`src/rtl/sha512_pkg.sv`:
```
// Shared SHA-512 front-end definitions: block geometry, padding constants,
// the sequencer state encoding and the length-field helper.
package sha512_pkg;

    localparam int         CHUNK_BYTES = 128;
    localparam int         LEN_OFFSET  = 112;
    localparam logic [7:0] PAD_BYTE    = 8'h80;

    typedef enum logic [1:0] {
        ST_FILL = 2'd0,
        ST_PAD  = 2'd1,
        ST_LEN  = 2'd2,
        ST_EMIT = 2'd3
    } sha512_state_e;

    // 128-bit big-endian message length in bits, from a byte count.
    function automatic logic [127:0] len_field(input logic [63:0] nbytes);
        return {61'b0, nbytes, 3'b000};
    endfunction

endpackage

```
`src/rtl/sha512_pad_if.sv`:
```
// Byte-stream input and padded-block output handshakes of the SHA-512 padder.
interface sha512_pad_if;
    import sha512_pkg::*;

    logic [7:0]               in_byte;
    logic                     in_valid;
    logic                     in_last;
    logic                     in_empty;
    logic                     in_ready;
    logic [CHUNK_BYTES*8-1:0] chunk;
    logic                     chunk_valid;
    logic                     chunk_ready;
    logic                     chunk_last;

    modport master (
        output in_byte, in_valid, in_last, in_empty, chunk_ready,
        input  in_ready, chunk, chunk_valid, chunk_last
    );

    modport slave (
        input  in_byte, in_valid, in_last, in_empty, chunk_ready,
        output in_ready, chunk, chunk_valid, chunk_last
    );

endinterface

```
`src/rtl/sha512_pad.sv`:
```
// SHA-512 message padder: packs a byte stream into 128-byte blocks, appends
// the 0x80 marker, zero fill and 128-bit length, and flags the final block.
module sha512_pad
    import sha512_pkg::*;
(
    input  logic        clk,
    input  logic        reset,
    sha512_pad_if.slave bus
);

    localparam logic [1:0] S_FILL = ST_FILL;
    localparam logic [1:0] S_PAD  = ST_PAD;
    localparam logic [1:0] S_LEN  = ST_LEN;
    localparam logic [1:0] S_EMIT = ST_EMIT;

    logic [1:0]    state;
    logic [7:0]    r;
    logic [63:0]   len;
    logic          pad_pend;
    logic          len_pend;
    logic          last_q;
    logic [1023:0] chunk_q;
    logic [1023:0] pad_next;
    logic [7:0]    r_inc;
    logic          in_fire;
    logic          out_fire;

    // Marker at byte pos, zeros after it, length field when it still fits.
    function automatic logic [1023:0] pad_block(input logic [1023:0] b,
                                                input logic [7:0]    pos,
                                                input logic [63:0]   nbytes);
        logic [1023:0] o;
        o = b;
        for (int i = 0; i < CHUNK_BYTES; i++) begin
            if (8'(i) == pos)
                o[1023-8*i -: 8] = PAD_BYTE;
            else if (8'(i) > pos)
                o[1023-8*i -: 8] = 8'h00;
        end
        if (pos < 8'(LEN_OFFSET))
            o[127:0] = len_field(nbytes);
        return o;
    endfunction

    assign in_fire  = bus.in_valid && (state == S_FILL);
    assign out_fire = bus.chunk_ready && (state == S_EMIT);
    assign r_inc    = r + 8'd1;

    always_comb pad_next = pad_block(chunk_q, r, len);

    assign bus.in_ready    = (state == S_FILL);
    assign bus.chunk_valid = (state == S_EMIT);
    assign bus.chunk       = chunk_q;
    assign bus.chunk_last  = last_q;

    always_ff @(posedge clk or negedge reset) begin
        if (!reset) begin
            state    <= S_FILL;
            r        <= 8'd0;
            len      <= 64'd0;
            pad_pend <= 1'b0;
            len_pend <= 1'b0;
            last_q   <= 1'b0;
            chunk_q  <= '0;
        end else begin
            case (state)
                S_FILL: begin
                    if (in_fire) begin
                        if (bus.in_empty) begin
                            // Zero-length message: nothing to store, go pad.
                            if (bus.in_last) begin
                                pad_pend <= 1'b1;
                                state    <= S_PAD;
                            end
                        end else begin
                            chunk_q[{~r[6:0], 3'b111} -: 8] <= bus.in_byte;
                            r   <= r_inc;
                            len <= len + 64'd1;
                            if (bus.in_last)
                                pad_pend <= 1'b1;
                            if (r_inc == 8'(CHUNK_BYTES)) begin
                                last_q <= 1'b0;
                                state  <= S_EMIT;
                            end else if (bus.in_last) begin
                                state <= S_PAD;
                            end
                        end
                    end
                end
                S_PAD: begin
                    chunk_q  <= pad_next;
                    pad_pend <= 1'b0;
                    state    <= S_EMIT;
                    if (r < 8'(LEN_OFFSET)) begin
                        last_q <= 1'b1;
                    end else begin
                        last_q   <= 1'b0;
                        len_pend <= 1'b1;
                    end
                end
                S_LEN: begin
                    chunk_q  <= {{(1024-128){1'b0}}, len_field(len)};
                    len_pend <= 1'b0;
                    last_q   <= 1'b1;
                    state    <= S_EMIT;
                end
                S_EMIT: begin
                    if (out_fire) begin
                        chunk_q <= '0;
                        r       <= 8'd0;
                        last_q  <= 1'b0;
                        if (len_pend) begin
                            state <= S_LEN;
                        end else if (pad_pend) begin
                            state <= S_PAD;
                        end else if (last_q) begin
                            len   <= 64'd0;
                            state <= S_FILL;
                        end else begin
                            state <= S_FILL;
                        end
                    end
                end
                default: state <= S_FILL;
            endcase
        end
    end

endmodule

```
`src/flat_wrapper.sv`:
```
// flat-port wrapper written by rule: the top's interface ports become plain ports
module sha512_pad_flat import sha512_pkg::*;
  (clk, reset, bus_in_byte, bus_in_valid, bus_in_last, bus_in_empty, bus_chunk_ready, bus_in_ready, bus_chunk, bus_chunk_valid, bus_chunk_last);
  sha512_pad_if bus_i ();
  input  logic clk;
  input  logic reset;
  input wire logic [$bits(bus_i.in_byte)-1:0] bus_in_byte;
  input wire logic [$bits(bus_i.in_valid)-1:0] bus_in_valid;
  input wire logic [$bits(bus_i.in_last)-1:0] bus_in_last;
  input wire logic [$bits(bus_i.in_empty)-1:0] bus_in_empty;
  input wire logic [$bits(bus_i.chunk_ready)-1:0] bus_chunk_ready;
  output wire logic [$bits(bus_i.in_ready)-1:0] bus_in_ready;
  output wire logic [$bits(bus_i.chunk)-1:0] bus_chunk;
  output wire logic [$bits(bus_i.chunk_valid)-1:0] bus_chunk_valid;
  output wire logic [$bits(bus_i.chunk_last)-1:0] bus_chunk_last;
  assign bus_i.in_byte = bus_in_byte;
  assign bus_i.in_valid = bus_in_valid;
  assign bus_i.in_last = bus_in_last;
  assign bus_i.in_empty = bus_in_empty;
  assign bus_i.chunk_ready = bus_chunk_ready;
  assign bus_in_ready = bus_i.in_ready;
  assign bus_chunk = bus_i.chunk;
  assign bus_chunk_valid = bus_i.chunk_valid;
  assign bus_chunk_last = bus_i.chunk_last;
  sha512_pad u_core (.clk(clk), .reset(reset), .bus(bus_i));
endmodule
```
`config.mk`:
```
export PLATFORM = sky130hd
export DESIGN_NAME = sha512_pad_flat
export DESIGN_NICKNAME = d
export VERILOG_FILES = /design/src/rtl/sha512_pkg.sv /design/src/rtl/sha512_pad_if.sv /design/src/rtl/sha512_pad.sv /design/src/flat_wrapper.sv
export SDC_FILE = /design/constraint.sdc
export NUM_CORES = 2
export LEC_CHECK = 0
export ABC_AREA = 0
export CORE_AREA = 2 2 403 405
export DETAILED_ROUTE_END_ITERATION = 8
export DIE_AREA = 0 0 405 407
export GPL_TIMING_DRIVEN = 0
export SYNTH_ARGS = -nofsm -noshare
export SYNTH_HDL_FRONTEND = slang
export SYNTH_SLANG_ARGS = --single-unit
```
`constraint.sdc`:
```
create_clock -name clk -period 3.3 [get_ports clk]
set_clock_uncertainty 0.15 [all_clocks]
set_input_delay 0.495 -clock clk [delete_from_list [all_inputs] [get_ports clk]]
set_output_delay 0.495 -clock clk [all_outputs]
set_load 0.01 [all_outputs]
```
==> flow_metrics.env <==
export IMPL_cp_max_fo=12
export IMPL_die_x_um=405
export IMPL_start_util_pct=29.83
export IMPL_via_per_inst=6.060
export IMPL_slowest_stage="o22ai_1"
export IMPL_worstPathRequired_ns=3.85
export IMPL_yosysSeqAreaShare_pct=57.66
export IMPL_antenna_found_initial=23
export IMPL_grt_max_degree=171
export IMPL_endpoint_kind="register"
export IMPL_crit_family="buffers and inverters"
export IMPL_gp_congestion=1.044
export IMPL_place_area_mm2=0.06135
export IMPL_ir_drop_mv=0.4220
export IMPL_grt_setup_unrepaired="yes"
export IMPL_setup_violations=101
export IMPL_synth_seq_cells=1101
export IMPL_hold_viol_final=0
export IMPL_drt_pass1_iterations=9
export IMPL_worstSetupStartpoint="u_core.r[3]"
export IMPL_synth_edff_count=0
export IMPL_drc=0
export IMPL_cts_buffer_depth=3
export IMPL_p_seq_share_pct=32.0
export IMPL_syn_inst=4439
export IMPL_grt_pass1_vias=47490
export IMPL_maxSlewViolCount=0
export IMPL_timing_rr_start="u_core.r[3]"
export IMPL_cts_sinks=1101
export IMPL_crit_type="reg2reg"
export IMPL_cp_num_buf_inv=5
export IMPL_synth_most_common_cell="dfrtp_1"
export IMPL_drive_above_1_share_pct=17.00
export IMPL_period_needed_ns=3.478
export IMPL_worst_setup_path_start_kind="register"
export IMPL_synth_top_cells_by_area="dfrtp_1, o2bb2ai_1, nand2_1, o21ai_0, a22o_1"
export IMPL_power_mw=43.34
export IMPL_clock_latency_ns=0.77
export IMPL_final_area_mm2=0.06895
export IMPL_core_area_mm2=0.1602
export IMPL_switching_share_pct=42.49
export IMPL_synth_common_cells="dfrtp_1, nand2_1, o21ai_0, o2bb2ai_1, nor2_1"
export IMPL_synth_nets=4464
export IMPL_path_common_cell="buf_4"
export IMPL_rrSetupSlack_ns=-0.18
export IMPL_violations="negative setup slack"
export IMPL_die_h_um=407
export IMPL_wl_per_cell_um=40.55
export IMPL_hold_class="in2async"
export IMPL_cts_max_level=3
export IMPL_synth_distinct_cells=96
export IMPL_track_usage_pct=38.38
export IMPL_wirelength_um=325300
export IMPL_syn2layout_area_growth_pct=44.30
export IMPL_status="finished, violations left"
export IMPL_pwr_share_comb_pct=36.0
export IMPL_p_int_mw=24.93
export IMPL_powerDensity_mw_per_mm2=628.6
export IMPL_synthArstFlopShare_pct=100.0
export IMPL_cts_tree="built"
export IMPL_grt_ovfl_total=0
export IMPL_arrival_ns=4.03
export IMPL_synth_avg_cell_area_um2=10.76
export IMPL_num_vias=48610
export IMPL_row_count=147
export IMPL_p_leak_nw=27.82
export IMPL_hpwl_um=247200
export IMPL_cts_root_buffer="clkbuf_16"
export IMPL_timing_fmax_mhz=287.5
export IMPL_clk_pin_slew_ns=0.07
export IMPL_pin_count=1041
export IMPL_io_buffers=1040
export IMPL_synthFlopType="dfrtp_1"
export IMPL_fin_crit_sh_pct=105.4
export IMPL_whs_ns=0.1705
export IMPL_drt_initial_drc_count=6519
export IMPL_netlist_area_mm2=0.04779
export IMPL_nets=5770
export IMPL_p_sw_mw=18.42
export IMPL_slowest_delay_ns=0.46
export IMPL_synth_top_cell_area_share_pct=57.66
export IMPL_max_slew_worst_pin_slew_ns=1.257
export IMPL_ys_warn_count=0
export IMPL_drv_cap=0
export IMPL_cts_buffers=121
export IMPL_grt_pass1_wl_um=429200
export IMPL_crit_path_cell_trace="buf_4, buf_4, buf_4, clkbuf_4, buf_6, nand3_2, o22ai_1, mux2_2"
export IMPL_fin_util_pct=43.04
export IMPL_worst_slack_ns=-0.1783
export IMPL_slew_headroom_pct=16.18
export IMPL_die_area_mm2=0.1648
export IMPL_tns_ns=-3.702
export IMPL_synth_top_area_cell="dfrtp_1"
export IMPL_p_clk_share_pct=32.0
export IMPL_antenna_left=0
==> routing by layer <==
metal	vias to the layer above	global-route usage, %	wire length (um)	share of wire [%]
met3	1034	13.29	35010	11
met1	24850	46.75	123400	38
met5	-	1.517	478	0.15
met2	3382	58.23	141700	44
met4	14	23.34	24710	7.6
li1	19330	-	-	-
==> cell usage in the layout (no fill, tap or decap), types with 71 or more instances in the layout <==
cell / count
a21oi_1: 128
nand4_1: 71
o2bb2ai_1: 403
dfrtp_1: 1100
nand2_1: 595
nand3_1: 109
buf_4: 174
a22o_1: 195
clkdlybuf4s50_1: 1039
o21ai_0: 420
nor2_1: 161
mux2_2: 81
clkbuf_16: 122
==> power groups by stage <==
stage | sequential (mW) | combinational, mW | clock [mW]
6_report | 13.9 | 15.6 | 13.9
3_3_place_gp | 14.2 | 12.7 | 0
5_1_grt | 13.9 | 15.6 | 14.5
4_1_cts | 13.9 | 14.6 | 14.0
3_5_place_dp | 14.1 | 12.9 | 0
2_1_floorplan | 14.1 | 5.61 | 0
==> worst paths after layout <==
check / to / cells after the start
max in group asynchronous: u_core.bus.chunk[946] / 4
setup reg to reg: register / 8
hold reg to reg: u_core.bus.chunk[993] / 2
setup / recovery: register / 8
hold / removal: u_core.bus.chunk[363] / 2
min in group clk: u_core.bus.chunk[993] / 2
==> layout make-up <==
| type | instances | area [um2] |
|---|---|---|
| multi-input cells | 3040 | 20840 |
| clock inverters | 41 | 459.2 |
| plain buffers | 230 | 1480 |
| diodes | 21 | 52.55 |
| clock buffers | 178 | 3513 |
| repair buffers | 1216 | 12210 |
| well taps | 2160 | 2703 |
| flip-flops and latches | 1101 | 27550 |
| fillers | 15410 | 91250 |
| inverters | 35 | 145.1 |
==> logic make-up (layout without fill, tap and decap cells) <==
kind of cell / after synthesis / after routing / share of synthesized area (%)
fa+ha+maj: 11 / 11 / 0.2880
compound gates: 1544 / 1544 / 23.48
simple gates: 1381 / 1381 / 13.63
mux: 88 / 88 / 2.061
buf+inv: 298 / 1700 / 2.597
xor+xnor: 16 / 16 / 0.2932
flops: 1101 / 1101 / 57.66
other cells: 0 / 21 / 0
==> what timing repair did <==
item	4_1_cts	5_1_grt
resized for setup	562	129
endpoints found under the hold margin	122	0
hold buffers	1	0
setup endpoints to repair	1047	526
setup buffers	125	30
pin swaps	67	22
==> through the flow <==
step | worst slack (ns) | std cells
floorplan | 0.2849 | 4439
global placement | -49.39 | 7639
detailed placement | -2.210 | 7659
CTS | -0.09248 | 7982
global route | -0.1092 | 8007
finish | -0.1783 | 8022
==> worst reg2reg max path: cells and delay by family (launching register included) <==
kind / cells / cell delay (ns)
buffers and inverters: 5 / 1.81
AO/OA/AOI/OAI: 1 / 0.47
AND/OR/NAND/NOR: 1 / 0.34
flip-flops: 1 / 0.42
multiplexers: 1 / 0.23
No activity file was read; power rests on OpenSTA's default activity.
